$ cat src/rtl/voice_sequencer.sv
// rtl/voice_sequencer.sv - step sequencer driving one pulse-wave voice oscillator
//
// Plays an 8-entry frequency/pulse-width table in order, holding each entry
// for a note time plus an optional gap, one-shot or looped.
//
// Ports:
//   clk, rst_n             clock, asynchronous active-low reset
//   wr_en/wr_addr          table write strobe and entry index
//   wr_freq/wr_pw          frequency word (0 = rest) and pulse width to store
//   start/stop             begin playback at step 0 / abort playback
//   loop, last_step        wrap after last_step / final step played
//   note_len, gap_len      note time (0 acts as 1) / gap time (0 = none)
//   voice_en               oscillator enable strobe, every SAMPLE_DIV clocks
//   frequency/pulsewidth   values latched for the current step
//   gate                   current note audible
//   step                   current step index
//   busy                   sequencer not idle
//   done                   one-cycle pulse at the end of a one-shot run
module voice_sequencer #(
  parameter int STEPS      = 8,
  parameter int STEP_W     = 3,
  parameter int SAMPLE_DIV = 4,
  parameter int LEN_W      = 16
) (
  input  logic              clk,
  input  logic              rst_n,
  input  logic              wr_en,
  input  logic [STEP_W-1:0] wr_addr,
  input  logic [15:0]       wr_freq,
  input  logic [11:0]       wr_pw,
  input  logic              start,
  input  logic              stop,
  input  logic              loop,
  input  logic [STEP_W-1:0] last_step,
  input  logic [LEN_W-1:0]  note_len,
  input  logic [LEN_W-1:0]  gap_len,
  output logic              voice_en,
  output logic [15:0]       frequency,
  output logic [11:0]       pulsewidth,
  output logic              gate,
  output logic [STEP_W-1:0] step,
  output logic              busy,
  output logic              done
);

  localparam logic [1:0] IDLE = 2'd0;
  localparam logic [1:0] NOTE = 2'd1;
  localparam logic [1:0] GAP  = 2'd2;

  localparam int PRE_W = (SAMPLE_DIV > 1) ? $clog2(SAMPLE_DIV) : 1;
  localparam logic [PRE_W-1:0] PRE_MAX = PRE_W'(SAMPLE_DIV - 1);

  logic [15:0]       r_tbl_freq [STEPS];
  logic [11:0]       r_tbl_pw   [STEPS];

  logic [1:0]        r_state;
  logic [LEN_W-1:0]  r_timer;
  logic [STEP_W-1:0] r_step;
  logic [15:0]       r_freq;
  logic [11:0]       r_pw;
  logic              r_gate;
  logic              r_busy;
  logic              r_done;
  logic              r_voice_en;
  logic [PRE_W-1:0]  r_presc;

  // configuration captured at start, frozen for the whole run
  logic              r_loop;
  logic [STEP_W-1:0] r_last;
  logic [LEN_W-1:0]  r_note;
  logic [LEN_W-1:0]  r_gap;

  logic [1:0]        w_state_nxt;
  logic [LEN_W-1:0]  w_timer_nxt;
  logic [STEP_W-1:0] w_step_nxt;
  logic              w_load;
  logic              w_done_nxt;
  logic              w_capture;
  logic [15:0]       w_freq_nxt;
  logic [11:0]       w_pw_nxt;
  logic [PRE_W-1:0]  w_presc_nxt;
  logic [LEN_W-1:0]  w_note_eff;

  assign w_note_eff  = (note_len == '0) ? LEN_W'(1) : note_len;
  assign w_presc_nxt = (r_presc == PRE_MAX) ? '0 : r_presc + 1'b1;

  always_comb begin
    w_state_nxt = r_state;
    w_timer_nxt = r_timer;
    w_step_nxt  = r_step;
    w_load      = 1'b0;
    w_done_nxt  = 1'b0;
    w_capture   = 1'b0;
    case (r_state)
      IDLE: begin
        if (start && !stop) begin
          w_state_nxt = NOTE;
          w_step_nxt  = '0;
          w_timer_nxt = w_note_eff;
          w_load      = 1'b1;
          w_capture   = 1'b1;
        end
      end
      NOTE, GAP: begin
        if (stop) begin
          w_state_nxt = IDLE;
        end else if (r_timer != LEN_W'(1)) begin
          w_timer_nxt = r_timer - 1'b1;
        end else if (r_state == NOTE && r_gap != '0) begin
          w_state_nxt = GAP;
          w_timer_nxt = r_gap;
        end else if (r_step != r_last) begin
          w_state_nxt = NOTE;
          w_step_nxt  = r_step + 1'b1;
          w_timer_nxt = r_note;
          w_load      = 1'b1;
        end else if (r_loop) begin
          w_state_nxt = NOTE;
          w_step_nxt  = '0;
          w_timer_nxt = r_note;
          w_load      = 1'b1;
        end else begin
          w_state_nxt = IDLE;
          w_done_nxt  = 1'b1;
        end
      end
      default: w_state_nxt = IDLE;
    endcase
  end

  // A write landing on the same edge as a step entry is seen on the next entry.
  assign w_freq_nxt = w_load ? r_tbl_freq[w_step_nxt] : r_freq;
  assign w_pw_nxt   = w_load ? r_tbl_pw[w_step_nxt]   : r_pw;

  always_ff @(posedge clk or negedge rst_n) begin
    if (!rst_n) begin
      for (int i = 0; i < STEPS; i++) begin
        r_tbl_freq[i] <= '0;
        r_tbl_pw[i]   <= '0;
      end
    end else if (wr_en) begin
      r_tbl_freq[wr_addr] <= wr_freq;
      r_tbl_pw[wr_addr]   <= wr_pw;
    end
  end

  // Status outputs are registered from next-state values so they line up
  // with the state they describe.
  always_ff @(posedge clk or negedge rst_n) begin
    if (!rst_n) begin
      r_state    <= IDLE;
      r_timer    <= '0;
      r_step     <= '0;
      r_freq     <= '0;
      r_pw       <= '0;
      r_gate     <= 1'b0;
      r_busy     <= 1'b0;
      r_done     <= 1'b0;
      r_voice_en <= 1'b0;
      r_presc    <= '0;
      r_loop     <= 1'b0;
      r_last     <= '0;
      r_note     <= '0;
      r_gap      <= '0;
    end else begin
      r_state    <= w_state_nxt;
      r_timer    <= w_timer_nxt;
      r_step     <= w_step_nxt;
      r_freq     <= w_freq_nxt;
      r_pw       <= w_pw_nxt;
      r_gate     <= (w_state_nxt == NOTE) && (w_freq_nxt != '0);
      r_busy     <= (w_state_nxt != IDLE);
      r_done     <= w_done_nxt;
      r_presc    <= w_presc_nxt;
      r_voice_en <= (w_presc_nxt == PRE_MAX) && (w_state_nxt != IDLE);
      if (w_capture) begin
        r_loop <= loop;
        r_last <= last_step;
        r_note <= w_note_eff;
        r_gap  <= gap_len;
      end
    end
  end

  assign voice_en   = r_voice_en;
  assign frequency  = r_freq;
  assign pulsewidth = r_pw;
  assign gate       = r_gate;
  assign step       = r_step;
  assign busy       = r_busy;
  assign done       = r_done;

endmodule

$ cat config.mk
export PLATFORM = sky130hd
export DESIGN_NAME = voice_sequencer
export DESIGN_NICKNAME = d
export VERILOG_FILES = /design/src/rtl/voice_sequencer.sv
export SDC_FILE = /design/constraint.sdc
export NUM_CORES = 1
export LEC_CHECK = 0
export BUFFER_PORTS_ARGS = -buffer_cell sky130_fd_sc_hd__buf_4
export CORE_ASPECT_RATIO = 2
export CORE_MARGIN = 2
export CORE_UTILIZATION = 60
export DETAILED_ROUTE_END_ITERATION = 12
export PLACE_DENSITY = 0.79
export RECOVER_POWER = 100
export SKIP_LAST_GASP = 1
export SLEW_MARGIN = 20
export SYNTH_ARGS = -nofsm -noshare
export SYNTH_HDL_FRONTEND = slang
export SYNTH_SLANG_ARGS = --single-unit
export TNS_END_PERCENT = 5
$ cat constraint.sdc
create_clock -name clk -period 5.7 [get_ports clk]
set_clock_uncertainty 0.2 [all_clocks]
set_input_delay 1.14 -clock clk [delete_from_list [all_inputs] [get_ports clk]]
set_output_delay 1.14 -clock clk [all_outputs]
set_load 0.05 [all_outputs]
[Word level (Yosys, flattened, before mapping)]
Cells that the tools add are included.
Storage, ports and cells
  bits in registers: 315
  bits of input ports: 72
  output and inout bits: 35
  word-level logic and storage cells: 112
Operators by class
  add/subtract/negate cells: 3
  $lt $le $gt $ge: 3
  equal/unequal tests: 10
  mux-type cells: 50
  bitwise logic cells: 2
  reduce and logical (&&, ||, !) cells: 14
Operators by type and width (count)
  16-bit 2-to-1 mux: 11
  128-bit bitwise mux: 1
  96-bit bitwise mux: 1
  16-bit binary-select mux with 3-bit select: 1
  16-bit demux with 3-bit select: 1
  12-bit binary-select mux with 3-bit select: 1
  12-bit demux with 3-bit select: 1
  12-bit 2-to-1 mux: 3
  16-bit case mux with 2 select lines: 1
  16-bit nonzero test: 2
  3-bit 2-to-1 mux: 6
  16-bit logical NOT: 1
  16-bit by 1-bit != test with 1-bit output, second input constant: 1
  16-bit by 1-bit subtractor with 16-bit output, second input constant: 1
  1-bit 2-to-1 mux: 15
  2-bit 2-to-1 mux: 5
  4-bit greater-or-equal comparator, second input constant: 2
  3-bit inverter with 4-bit output: 2
  2-bit equality test, second input constant: 3
  3-bit case mux with 2 select lines: 1
  1-bit logical AND: 5
  5-bit != test, second input constant: 1
  2-bit by 1-bit equality test with 1-bit output, second input constant: 2
  4-bit by 1-bit < comparator with 1-bit output, second input constant: 1
  11 further kinds: 13

[Logic depth before layout (Yosys ltp)]
  word-level depth: 13
  gate-level depth with buffers: 16

[Worst setup path before layout]
OpenSTA, ideal clock, no wires.
  path type: register to register
  start point: reg r_gap[8]
  end point: reg r_gate (netlist: gate)
  data arrival time: 3808 ps
  data required time: 5374 ps
  setup slack: 1566 ps
  stages on the path, launching flop included: 15
  path buffers: 3
  clock period less this slack: 4134 ps
  path through: dfrtp_1 or4_4 o41ai_4 buf_6 and4b_1 and3_1 clkbuf_1 nor2_4 inv_2 buf_2 mux2_2 o221ai_1 o22ai_1 or4_1 o311a_1
On the way
  word-level cells in the longest chain between the ends: 13
  elaborated cells between the ends (all ways): 22
Ends and longest elaborated chain
  from (decl): RTL line 71  | logic [LEN_W-1:0] r_gap;
  from (signal assigned): RTL line 180  | r_gap <= gap_len;
  16-bit nonzero test *: RTL line 109  | end else if (r_state == NOTE && r_gap != '0) begin
  1-bit logical AND *: RTL line 109
  3-bit 2-to-1 mux: RTL line 109
  3-bit 2-to-1 mux: RTL line 107  | end else if (r_timer != LEN_W'(1)) begin
  3-bit 2-to-1 mux: RTL line 105  | if (stop) begin
  3-bit case mux with 2 select lines: RTL line 94  | case (r_state)
  3-bit inverter with 4-bit output (not written as such): RTL line 132  | assign w_freq_nxt = w_load ? r_tbl_freq[w_step_nxt] : r_freq;
  16-bit binary-select mux with 3-bit select: RTL line 132
  16-bit 2-to-1 mux (not written as such) (2 in a row): RTL line 132
  16-bit 2-to-1 mux: RTL line 132
  16-bit nonzero test: RTL line 171  | r_gate <= (w_state_nxt == NOTE) && (w_freq_nxt != '0);
  1-bit logical AND *: RTL line 171
  to (signal assigned): RTL line 171
  to (decl): RTL line 61  | logic r_gate;
Every way passes the cells marked *; elsewhere a longest branch is shown, timed or not. The select of a mux whose other input is x is not followed.
A chain may end at the register's enable or synchronous reset.

[Worst setup path in the final report]
Ends and elaborated chain as after synthesis.

==> impl_metrics.prom <==
# TYPE chip_impl_metric gauge
chip_impl_info{name="clock_tree.root_cell",value="clkbuf_16"} 1
chip_impl_metric{name="numPortBuffers",unit=""} 106
chip_impl_metric{name="drt_wl_total",unit="mm"} 37.4
chip_impl_metric{name="drtIter0Drc",unit=""} 712
chip_impl_metric{name="antenna_diode_count",unit=""} 0
chip_impl_metric{name="timing.final.setup_violations",unit=""} 0
chip_impl_metric{name="synth_enable_flop_cells",unit=""} 0
chip_impl_metric{name="mappedNetlistArea",unit="um2"} 14800
chip_impl_info{name="synth_area_leaders",value="dfrtp_1 53%, mux2_2 20%, nand2_1 3.4%"} 1
chip_impl_metric{name="die_x_extent",unit="um"} 115
chip_impl_metric{name="final_max_slew_viol_count",unit=""} 354
chip_impl_metric{name="drt-vias-per-instance",unit=""} 6.42
chip_impl_metric{name="cp_data_required_time",unit="ns"} 5.94
chip_impl_metric{name="drt.antenna.violating_nets",unit=""} 0
chip_impl_metric{name="max_cap_violations",unit=""} 9
chip_impl_metric{name="period_minus_slack",unit="ns"} 5.15
chip_impl_metric{name="syn2layout_area_growth",unit="%"} 12.1
chip_impl_metric{name="power.static_leakage",unit="nW"} 7.16
chip_impl_info{name="worstSetupEndpointType",value="flip-flop"} 1
chip_impl_metric{name="critPathBufInv",unit=""} 1
chip_impl_metric{name="post-dp-hpwl",unit="mm"} 24.3
chip_impl_metric{name="share_of_final_layout_standard_cells_stronger_than_drive_strength_1",unit="%"} 30.6
chip_impl_metric{name="ys_warn_count",unit=""} 0
chip_impl_metric{name="critical_path.max_stage_delay",unit="ns"} 0.66
chip_impl_metric{name="clock_latency",unit="ns"} 0.55
chip_impl_metric{name="nets",unit=""} 1405
chip_impl_metric{name="cts_htree_levels",unit=""} 1
chip_impl_info{name="tritoncts_clock_tree",value="built"} 1
chip_impl_metric{name="avgSynthCellArea",unit="um2"} 11.9
chip_impl_metric{name="antenna_violations_before_repair",unit=""} 0
chip_impl_metric{name="drc",unit=""} 0
chip_impl_metric{name="drt-wirelength-per-cell",unit="um"} 22.9
chip_impl_metric{name="fp.dieArea",unit="um2"} 26000
chip_impl_metric{name="chipHeight",unit="um"} 226
chip_impl_metric{name="yosys_register_bits",unit=""} 315
chip_impl_metric{name="core_region_area",unit="um2"} 24300
chip_impl_info{name="critPathLaunchType",value="flip-flop"} 1
chip_impl_info{name="hold_path_class",value="reg2reg"} 1
chip_impl_metric{name="clock.fmax",unit="GHz"} 0.194
chip_impl_info{name="critical_path.slowest_cell",value="o41ai_4"} 1
chip_impl_metric{name="max_slew_margin",unit="%"} -85.5
chip_impl_metric{name="max-clock-path-buffers",unit=""} 3
chip_impl_metric{name="timing.final.crit_share",unit="%"} 90.4
chip_impl_info{name="timing.critical_path.max_delay_family",value="simple AND/OR/NAND/NOR gates"} 1
chip_impl_metric{name="design.portCount",unit=""} 107
chip_impl_metric{name="power_density",unit="nW/um2"} 454
chip_impl_metric{name="cts.repair.resized",unit=""} 0
chip_impl_metric{name="synthCells",unit=""} 1242
chip_impl_metric{name="mappedNetlistNets",unit=""} 1322
chip_impl_info{name="dominantRegCellSynth",value="dfrtp_1"} 1
chip_impl_metric{name="clkTransAtPathRegs",unit="ns"} 0.07
chip_impl_metric{name="final-hold-violation-count",unit=""} 0
chip_impl_metric{name="power.ir.vdd_worst",unit="mV"} 0.317
chip_impl_metric{name="largest_net_degree_at_the_start_of_global_routing",unit=""} 112
chip_impl_metric{name="globalRouteTotalUtil",unit="%"} 29.4
chip_impl_info{name="failed_checks",value="max-capacitance violations, max-slew violations"} 1
chip_impl_metric{name="min_path_cells",unit=""} 1
chip_impl_info{name="outcome",value="finished with violations"} 1
chip_impl_info{name="rsz_0062_raised_after_global_routing",value="no"} 1
chip_impl_metric{name="first_global_vias",unit=""} 10997
chip_impl_metric{name="initial_utilization",unit="%"} 60.7
chip_impl_metric{name="gp_routability_congestion",unit=""} 0.939
chip_impl_metric{name="fp-row-count",unit=""} 81
chip_impl_info{name="most_area_hungry_cell_type_in_the_yosys_netlist",value="dfrtp_1"} 1
chip_impl_metric{name="synth_seq_area_share",unit="%"} 53.4
chip_impl_metric{name="synth.distinct_cells",unit=""} 66
chip_impl_metric{name="post_cts_hold_buffer_count",unit=""} 0
chip_impl_metric{name="cp_num_cells",unit=""} 11
chip_impl_metric{name="overflow",unit=""} 0
chip_impl_metric{name="global_route_wire_length_before_repair",unit="mm"} 58.8
chip_impl_metric{name="post-cts-setup-buffer-count",unit=""} 0
chip_impl_metric{name="cts_sinks",unit=""} 315
chip_impl_metric{name="tightest_slew",unit="ns"} 2.78
chip_impl_metric{name="final_core_util",unit="%"} 68.1
chip_impl_metric{name="tritoncts.num_buffers",unit=""} 28
chip_impl_metric{name="synthDominantCellAreaShare",unit="%"} 53.4
chip_impl_info{name="critical_path.cell_chain",value="or4_1 > o41ai_4 > nand4b_2 > o211a_4 > nor2_1 > clkinv_2 > mux2_1 > o221ai_1 > o21bai_1 > or4_1 > o311a_1"} 1
chip_impl_metric{name="timing.setup.tns",unit="ns"} 0
chip_impl_metric{name="route.vias.total",unit=""} 10491
chip_impl_metric{name="synthArstFlopShare",unit="%"} 100
chip_impl_metric{name="firstDrtPassIters",unit=""} 5
chip_impl_info{name="worst-setup-path-type",value="reg2reg"} 1
chip_impl_metric{name="timing.critical_path.fanout_max",unit=""} 27
chip_impl_metric{name="cp_data_arrival_time",unit="ns"} 5.39
chip_impl_metric{name="worst-r2r-cell-count",unit=""} 11
chip_impl_info{name="critPathMostFrequentCell",value="or4_1"} 1
[synthesized netlist by cell type, types with 4 or more instances]
master,n
o221ai_1,6
nand3_1,66
a311oi_1,12
and3_1,24
o221a_2,7
nor4_1,7
a31oi_1,13
ha_1,8
nor2b_1,4
a21oi_1,31
xor2_1,10
inv_1,11
nor3_1,10
a211oi_1,16
nand2b_1,5
and2_1,4
buf_2,13
or4_1,7
nor2_1,31
nand4b_1,4
dfrtp_1,315
mux2i_1,45
a22oi_1,8
o21ai_0,53
clkbuf_1,47
nand2_1,133
buf_1,16
nand4_1,14
mux2_2,263
[sequential cells by signal, indices dropped and copies added, names as in the netlist]
| name | cells |
|---|---|
| r_tbl_freq | 128 |
| r_note | 16 |
| pulsewidth | 12 |
| frequency | 16 |
| r_presc | 2 |
| r_tbl_pw | 96 |
| gate | 1 |
| r_last | 3 |
| done | 1 |
| r_loop | 1 |
| step | 3 |
| r_timer | 16 |
| busy | 1 |
| r_state | 2 |
| r_gap | 16 |
| voice_en | 1 |
[kinds of logic after synthesis]
| logic type | after synthesis | synth area share (%) |
|---|---|---|
| compound gates | 177 | 8.25 |
| xor+xnor | 13 | 0.771 |
| simple gates | 324 | 10.8 |
| mux | 312 | 23.5 |
| buf+inv | 93 | 2.65 |
| fa+ha+maj | 8 | 0.678 |
| flops | 315 | 53.4 |
[through the flow]
stage,hold WS (ns),setup WS (ns),power [mW],instance area [um2],std cells
after CTS,0.268,0.753,7.63,16800,1634
after global routing,0.296,0.283,7.88,16600,1634
final,0.268,0.550,7.52,16600,1634
after global placement,0.243,0.822,5.55,15800,1585
after detailed placement,0.255,0.709,5.64,15800,1585
after floorplan,0.228,1.57,4.84,14800,1242
[layout make-up]
cell class,instances,area [um2]
multi-input combinational,834,6480
clock buffer,39,833
tap,290,363
sequential,315,7880
timing repair buffer,133,808
clock inverter,10,135
fill,1838,7770
inverter,13,50.0
[layout by cell type, fill, tap and decap left out, types with 4 or more instances in the layout]
master     Yosys  routed
a22oi_1        8       8
clkinv_2       0       5
nand2b_1       5       5
nand4_1       14      14
mux2_2       263     260
a21oi_1       31      31
a211oi_1      16      16
ha_1           8       8
mux2i_1       45      45
xor2_1        10      10
nor2b_1        4       4
clkbuf_8       0       7
and3_1        24      24
clkbuf_16      0      29
a311oi_1      12      12
nor4_1         7       7
a31oi_1       13      13
o221ai_1       6       6
clkbuf_1      47      51
dfrtp_1      315     315
mux2_1         3       6
buf_4          1      80
nor2_1        31      32
clkbuf_2       0       4
inv_1         11      12
nand3_1       66      66
or4_1          7       8
nor3_1        10      10
o221a_2        7       7
nand4b_1       4       4
o21ai_0       53      53
nand2_1      133     133
[final timing paths]
| kind | from | endpoint | slack [ns] |
|---|---|---|---|
| max | r_gap[8] | gate | 0.55 |
| min | r_presc[0] | r_presc[0] | 0.27 |
| max reg2reg | r_gap[8] | gate | 0.55 |
| min reg2reg | r_presc[0] | r_presc[0] | 0.27 |
| max in group asynchronous | rst_n | r_tbl_freq[101] | 1.21 |
| min in group asynchronous | rst_n | r_note[9] | 1.23 |
[per-layer routing]
| layer | GRT usage, % | vias to the layer above | share of wire, % |
|---|---|---|---|
| li1 | - | 4700 | - |
| met1 | 32.7 | 5353 | 36 |
| met2 | 51.6 | 328 | 52 |
| met3 | 4.67 | 110 | 4.8 |
| met4 | 18.0 | 0 | 6.5 |
| met5 | 0 | - | 0 |
[power breakdown]
part / internal [mW] / switching (mW)
combinational: 0.882 / 1.34
clock: 1.15 / 0.825
sequential: 2.88 / 0.444
No activity file was read; power rests on OpenSTA's default activity.
